--- src/rtl/fifo_stream_reader_if.sv ---
// FIFO read side plus valid/ready output stream of fifo_stream_reader.
// The master modport belongs to the reader. The slave modport belongs to its environment.
interface fifo_stream_reader_if #(
  parameter int unsigned WIDTH = 16
);
  logic             fifo_empty;
  logic [WIDTH-1:0] fifo_data;
  logic             fifo_read_update;
  logic             out_valid;
  logic             out_ready;
  logic [WIDTH-1:0] out_data;

  modport master (
    input  fifo_empty, fifo_data, out_ready,
    output fifo_read_update, out_valid, out_data
  );

  modport slave (
    output fifo_empty, fifo_data, out_ready,
    input  fifo_read_update, out_valid, out_data
  );
endinterface

--- src/rtl/fifo_stream_reader.sv ---
// Pops a synchronous-read FIFO, absorbs its read latency, and presents words as a
// valid/ready stream. Pops depend only on registered state, so out_ready never reaches the FIFO.
module fifo_stream_reader #(
  parameter int unsigned WIDTH        = 16,
  parameter int unsigned READ_LATENCY = 1,
  parameter int unsigned COUNT_WIDTH  = 16
) (
  input  logic                   clk,
  input  logic                   reset,
  input  logic                   flush,
  fifo_stream_reader_if.master   bus,
  output logic                   busy,
  output logic [COUNT_WIDTH-1:0] word_count
);
  localparam int unsigned BUF_DEPTH = READ_LATENCY + 2;
  localparam int unsigned OW        = $clog2(BUF_DEPTH + 1);
  localparam int unsigned PW        = $clog2(BUF_DEPTH);

  logic [WIDTH-1:0]        mem [BUF_DEPTH];
  logic [PW-1:0]           head;
  logic [PW-1:0]           tail;
  logic [OW-1:0]           occ;
  logic [OW-1:0]           inflight;
  logic [READ_LATENCY-1:0] tags;
  logic                    pop;
  logic                    capture;
  logic                    xfer;

  function automatic logic [PW-1:0] wrap_inc(input logic [PW-1:0] p);
    return (p == PW'(BUF_DEPTH - 1)) ? '0 : p + PW'(1);
  endfunction

  always_comb begin
    inflight = '0;
    for (int unsigned i = 0; i < READ_LATENCY; i++) begin
      inflight = inflight + OW'(tags[i]);
    end
  end

  // Reserving a slot for every in-flight word is what makes buffer overflow impossible.
  assign pop = reset && !bus.fifo_empty && !flush &&
               (({1'b0, occ} + {1'b0, inflight}) < (OW + 1)'(BUF_DEPTH));
  assign capture = tags[READ_LATENCY-1];
  assign xfer    = bus.out_valid && bus.out_ready;

  assign bus.fifo_read_update = pop;
  assign bus.out_valid        = (occ != '0);
  assign bus.out_data         = bus.out_valid ? mem[head] : '0;
  assign busy                 = (occ != '0) || (inflight != '0);

  always_ff @(posedge clk or negedge reset) begin
    if (!reset) begin
      occ        <= '0;
      head       <= '0;
      tail       <= '0;
      tags       <= '0;
      word_count <= '0;
    end else begin
      if (xfer) word_count <= word_count + COUNT_WIDTH'(1);
      if (flush) begin
        occ  <= '0;
        head <= '0;
        tail <= '0;
        tags <= '0;
      end else begin
        tags <= (tags << 1) | READ_LATENCY'(pop);
        if (capture) tail <= wrap_inc(tail);
        if (xfer)    head <= wrap_inc(head);
        occ <= occ + OW'(capture) - OW'(xfer);
      end
    end
  end

  // Storage needs no reset: out_data is gated by out_valid.
  always_ff @(posedge clk) begin
    if (capture && !flush) mem[tail] <= bus.fifo_data;
  end
endmodule

--- src/flat_wrapper.sv ---
// flat-port wrapper written by rule: the top's interface ports become plain ports
module fifo_stream_reader_flat 
#(
  parameter int unsigned WIDTH        = 16,
  parameter int unsigned READ_LATENCY = 1,
  parameter int unsigned COUNT_WIDTH  = 16
)
  (clk, reset, flush, busy, word_count, bus_fifo_empty, bus_fifo_data, bus_out_ready, bus_fifo_read_update, bus_out_valid, bus_out_data);
  fifo_stream_reader_if #(.WIDTH(WIDTH)) bus_i ();
  input  logic clk;
  input  logic reset;
  input  logic flush;
  output logic busy;
  output logic [COUNT_WIDTH-1:0] word_count;
  input wire logic [$bits(bus_i.fifo_empty)-1:0] bus_fifo_empty;
  input wire logic [$bits(bus_i.fifo_data)-1:0] bus_fifo_data;
  input wire logic [$bits(bus_i.out_ready)-1:0] bus_out_ready;
  output wire logic [$bits(bus_i.fifo_read_update)-1:0] bus_fifo_read_update;
  output wire logic [$bits(bus_i.out_valid)-1:0] bus_out_valid;
  output wire logic [$bits(bus_i.out_data)-1:0] bus_out_data;
  assign bus_i.fifo_empty = bus_fifo_empty;
  assign bus_i.fifo_data = bus_fifo_data;
  assign bus_i.out_ready = bus_out_ready;
  assign bus_fifo_read_update = bus_i.fifo_read_update;
  assign bus_out_valid = bus_i.out_valid;
  assign bus_out_data = bus_i.out_data;
  fifo_stream_reader #(.WIDTH(WIDTH), .READ_LATENCY(READ_LATENCY), .COUNT_WIDTH(COUNT_WIDTH)) u_core (.clk(clk), .reset(reset), .flush(flush), .bus(bus_i), .busy(busy), .word_count(word_count));
endmodule
--- config.mk ---
export PLATFORM = sky130hd
export DESIGN_NAME = fifo_stream_reader_flat
export DESIGN_NICKNAME = d
export VERILOG_FILES = /design/src/rtl/fifo_stream_reader_if.sv /design/src/rtl/fifo_stream_reader.sv /design/src/flat_wrapper.sv
export SDC_FILE = /design/constraint.sdc
export NUM_CORES = 1
export LEC_CHECK = 0
export CAP_MARGIN = 20
export CORE_ASPECT_RATIO = 1.25
export CORE_MARGIN = 2
export CORE_UTILIZATION = 50
export CTS_CLUSTER_DIAMETER = 80
export CTS_CLUSTER_SIZE = 25
export DETAILED_ROUTE_END_ITERATION = 7
export DONT_BUFFER_PORTS = 1
export GPL_ROUTABILITY_DRIVEN = 0
export PLACE_DENSITY_LB_ADDON = 0.05
export SYNTH_ARGS = -nofsm -noshare
export SYNTH_HDL_FRONTEND = slang
export SYNTH_SLANG_ARGS = --single-unit
--- constraint.sdc ---
create_clock -name clk -period 4 [get_ports clk]
set_input_delay 0.6 -clock clk [delete_from_list [all_inputs] [get_ports clk]]
set_output_delay 0.6 -clock clk [all_outputs]
set_load 0.02 [all_outputs]
==> impl_summary.log <==
[metrics] Worst Reg2Reg Path Length in Cells: 8
[metrics] fmax: 373 MHz
[metrics] GRT overflow: 0
[metrics] number of endpoints with negative hold slack in the final report: 0
[metrics] ranking of synthesized cells by area: sky130_fd_sc_hd__edfxtp_1, sky130_fd_sc_hd__dfrtp_1, sky130_fd_sc_hd__mux2i_1, sky130_fd_sc_hd__nor2_1, sky130_fd_sc_hd__a21oi_1
[metrics] category of the worst setup path launch point: flop
[metrics] Final period util: 66.9%
[metrics] worst rel slew slack: 35.0%
[metrics] Syn Nets: 247
[metrics] most common library cells after synthesis: sky130_fd_sc_hd__edfxtp_1, sky130_fd_sc_hd__nor2_1, sky130_fd_sc_hd__dfrtp_1, sky130_fd_sc_hd__a21oi_1, sky130_fd_sc_hd__mux2i_1
[metrics] most numerous cell in the Yosys netlist: sky130_fd_sc_hd__edfxtp_1
[metrics] later-pin clock latency in the skew report: 0.32 ns
[metrics] clock tree from TritonCTS: done
[metrics] Port Buf Inserts: 0
[metrics] average wire per cell in the routed design: 16.5 microns
[metrics] number of library cell types mapped by synthesis: 27
[metrics] PnR worst setup slack: 1.32 ns
[metrics] Crit. End Element: output port
[metrics] area added between synthesis and finish: 11.7%
[metrics] post-CTS setup repair buffer count: 0
[metrics] worst slew pin tran: 0.975 ns
[metrics] share of total power in combinational logic: 21.3%
[metrics] maximum VDD drop: 0.410 mV
[metrics] H-tree depth reported by CTS: 3
[metrics] placed wire-length estimate after detailed placement: 3310 microns
[metrics] number of antenna violations at the first check in global routing: 0
[metrics] Yosys top cell area share: 48.6%
[metrics] synthesized flop and latch total: 71
[metrics] longest individual stage delay on the worst path: 0.49 ns
[metrics] Yosys Warn Count: 0
[metrics] worst endpoint data arrival time: 2.08 ns
[metrics] first-iteration detailed-routing DRC count: 48
[metrics] cell internal power dissipation: 1.24 mW
[metrics] total of max-cap violations: 0
[metrics] number of global-route vias before repair: 1702
[metrics] Post-CTS Resized: 0
[metrics] clock buffer count from CTS: 9
[metrics] largest net degree at the start of global routing: 36
[metrics] post-layout min period: 2.68 ns
[metrics] switching share of total power: 32.7%
[metrics] number of enable flip-flop cells after synthesis: 48
[metrics] y dimension of the die: 90.1 microns
[metrics] NumNets Final: 258
[metrics] fraction of layout cells with a size suffix above 1: 11.9%
[metrics] worst r2r src: u_core.occ[1]$_DFF_PN0_
[metrics] Global Route met2 Usage: 28.6%
[metrics] sequential cell fraction of total power: 50.3%
[metrics] Clock power frac: 28.4%
[metrics] Pre-Repair DR Iteration Count: 5
[metrics] Pins Over Slew Limit: 0
[metrics] ports placed on the boundary: 56
[metrics] Worst Hold Margin: 0.328 ns
[metrics] most used flip-flop cell after synthesis: sky130_fd_sc_hd__edfxtp_1
[metrics] final total negative setup slack: 0 ns
[metrics] overall die area: 6560 sq um
[metrics] Detail Route Antenna Nets: 0
[metrics] Power Dens Cells: 558 nW/um^2
[metrics] startpoint of the lowest-slack hold path: flush
[metrics] Initial Util: 51.3%
[metrics] cell type with the largest total area after synthesis: sky130_fd_sc_hd__edfxtp_1
[metrics] setup slack of the worst register-to-register path: 1.89 ns
[metrics] synthesized area divided by synthesized cell count: 13.4 sq um
[metrics] worst path cell trace: ha_1 -> ha_1 -> or4b_1 -> a21oi_1
[metrics] Max Fanout on Critical Path: 7
[metrics] async set-or-reset flop fraction in the synthesized netlist: 32.4%
[metrics] net switching power of the design: 0.604 mW
[metrics] Worst Path Required: 3.40 ns
[metrics] cell with the most instances on the worst path: sky130_fd_sc_hd__ha_1
[metrics] Antenna Diode Count: 0
[metrics] worst clock skew: 0.00679 ns
[metrics] number of fill cells in the layout: 477
[metrics] Clock Sinks: 71
[metrics] setup repair after global routing missed its margin: no
[metrics] post-place setup slack: 1.64 ns
[metrics] global routing usage on met1: 17.6%
[metrics] sequential-to-total area share from yosys stat: 68.1%
[metrics] outcome: complete, no violations
[metrics] deepest clock path buffer count: 2
[metrics] post-synthesis instance area: 2960 sq um
[metrics] width of the die: 72.9 microns
[metrics] clk root buf: sky130_fd_sc_hd__clkbuf_8
[metrics] remaining design rule violation count: 0
[metrics] Row Count: 31
[metrics] post-DR vias/cell: 5.53
[metrics] worst hold stages: 1
[metrics] r2r endpoint: u_core.occ[1]$_DFF_PN0_
[metrics] total leakage power: 1.32 nW
[metrics] post-synthesis instance total: 221
[metrics] busiest layer in global routing: met2
[metrics] final setup violation count: 0
[metrics] global-route wire length before repair: 7970 microns
[metrics] total power: 1.85 mW
[metrics] critical path's slowest cell: sky130_fd_sc_hd__or4b_1
[metrics] Hold Path Sink: u_core.tail[1]$_DFFE_PN0P_
[metrics] GRT Util Overall: 16.2%
[metrics] met3 usage in global routing: 4.37%
[metrics] clock-pin slew on the worst setup and hold paths: 0.07 ns
[metrics] final standard cell utilization of the core: 57.3%
[metrics] Hold Path Class: input pin to flop
[metrics] Detailed Route WL: 4980 microns
[metrics] critical setup path kind: flop to output port
[metrics] core area: 5780 sq um
[metrics] number of vias after detailed routing: 1670
-- registers in the layout, summed over array words and instances, names as in the netlist --
signal             flops
u_core.capture         1
u_core.occ             2
u_core.tail            2
u_core.head            2
u_core.mem            48
u_core.word_count     16
-- worst max-delay path by stage --
stage                     slack, ns  cells past startpoint                        from                         end
after detailed placement       1.64                      4  u_core.head[0]$_DFFE_PN0P_             bus_out_data[0]
after global routing           1.23                      4  u_core.head[0]$_DFFE_PN0P_             bus_out_data[4]
after global placement         1.70                      4    u_core.capture$_DFF_PN0_        bus_fifo_read_update
after floorplan                1.56                      2                       flush  u_core.mem[1][0]$_DFFE_PP_
after CTS                      1.28                      4  u_core.head[0]$_DFFE_PN0P_             bus_out_data[0]
final                          1.32                      4    u_core.capture$_DFF_PN0_        bus_fifo_read_update
-- power by group through the flow --
stage          combinational [mW]  clock (mW)  sequential [mW]
2_1_floorplan               0.362           0            0.901
3_3_place_gp                0.376           0            0.951
3_5_place_dp                0.382           0            0.954
4_1_cts                     0.390       0.541            0.938
5_1_grt                     0.439       0.573            0.942
6_report                    0.394       0.525            0.930
-- critical path: cells and delay by family (launching register included) --
family | cells | cell delay, ns
flip-flops | 1 | 0.47
AO/OA/AOI/OAI | 1 | 0.39
adder cells (fa/ha/maj) | 2 | 0.41
AND/OR/NAND/NOR | 1 | 0.49
-- layer usage --
metal | wire [microns] | up-vias
li1 | - | 803
met3 | 286 | 5
met5 | 0 | -
met2 | 2740 | 45
met1 | 1890 | 817
met4 | 61 | 0
-- repair_timing --
| action | in CTS | in global routing |
|---|---|---|
| endpoints found under the hold margin | 23 | 0 |
| hold buffers | 1 | 0 |
| setup endpoints to repair | 0 | 0 |
-- placed cells by master (no fill, tap or decap) --
| master | netlist | final |
|---|---|---|
| sky130_fd_sc_hd__xnor2_1 | 9 | 9 |
| sky130_fd_sc_hd__edfxtp_1 | 48 | 48 |
| sky130_fd_sc_hd__nor2_1 | 41 | 41 |
| sky130_fd_sc_hd__nand2b_1 | 2 | 2 |
| sky130_fd_sc_hd__or4b_1 | 1 | 1 |
| sky130_fd_sc_hd__nor4_4 | 2 | 2 |
| sky130_fd_sc_hd__mux2i_1 | 17 | 17 |
| sky130_fd_sc_hd__nor2b_1 | 1 | 1 |
| sky130_fd_sc_hd__nand4_1 | 2 | 2 |
| sky130_fd_sc_hd__nand3_1 | 7 | 7 |
| sky130_fd_sc_hd__a21oi_1 | 21 | 21 |
| sky130_fd_sc_hd__clkbuf_8 | 0 | 9 |
| sky130_fd_sc_hd__nor3_1 | 2 | 1 |
| sky130_fd_sc_hd__inv_1 | 5 | 5 |
| sky130_fd_sc_hd__o21ai_1 | 1 | 1 |
| sky130_fd_sc_hd__nor3_2 | 1 | 2 |
| sky130_fd_sc_hd__nand2_1 | 8 | 8 |
| sky130_fd_sc_hd__ha_1 | 5 | 5 |
| sky130_fd_sc_hd__dlygate4sd3_1 | 0 | 1 |
| sky130_fd_sc_hd__bufinv_16 | 0 | 1 |
| sky130_fd_sc_hd__xor2_1 | 8 | 8 |
| sky130_fd_sc_hd__and3_1 | 5 | 5 |
| sky130_fd_sc_hd__clkinv_4 | 0 | 2 |
| sky130_fd_sc_hd__nor3b_2 | 0 | 2 |
| sky130_fd_sc_hd__or3_1 | 1 | 1 |
| sky130_fd_sc_hd__clkinv_2 | 0 | 3 |
| sky130_fd_sc_hd__buf_4 | 1 | 4 |
| sky130_fd_sc_hd__o211ai_4 | 1 | 1 |
| sky130_fd_sc_hd__nand3b_1 | 1 | 1 |
| sky130_fd_sc_hd__buf_16 | 0 | 2 |
| sky130_fd_sc_hd__dfrtp_1 | 23 | 23 |
-- stage by stage --
step	area, sq um	cells
6_report	3310	302
5_1_grt	3310	302
4_1_cts	3260	300
3_5_place_dp	3060	284
3_3_place_gp	3060	284
2_1_floorplan	2960	221
-- cell type report --
cell class	count	area (sq um)	area share (%)
well taps	66	82.6	2.49
clock inverters	6	62.6	1.89
repair buffers	7	95.1	2.87
flip-flops and latches	71	2020	60.9
multi-input cells	138	911	27.5
inverters	5	18.8	0.567
clock buffers	9	124	3.74
-- logic make-up after synthesis --
logic type | synth area share [%]
buf+inv | 1.69
flops | 68.1
mux | 5.74
compound gates | 4.43
xor+xnor | 5.03
fa+ha+maj | 2.11
simple gates | 12.9
(Power assumes the default switching activity.)
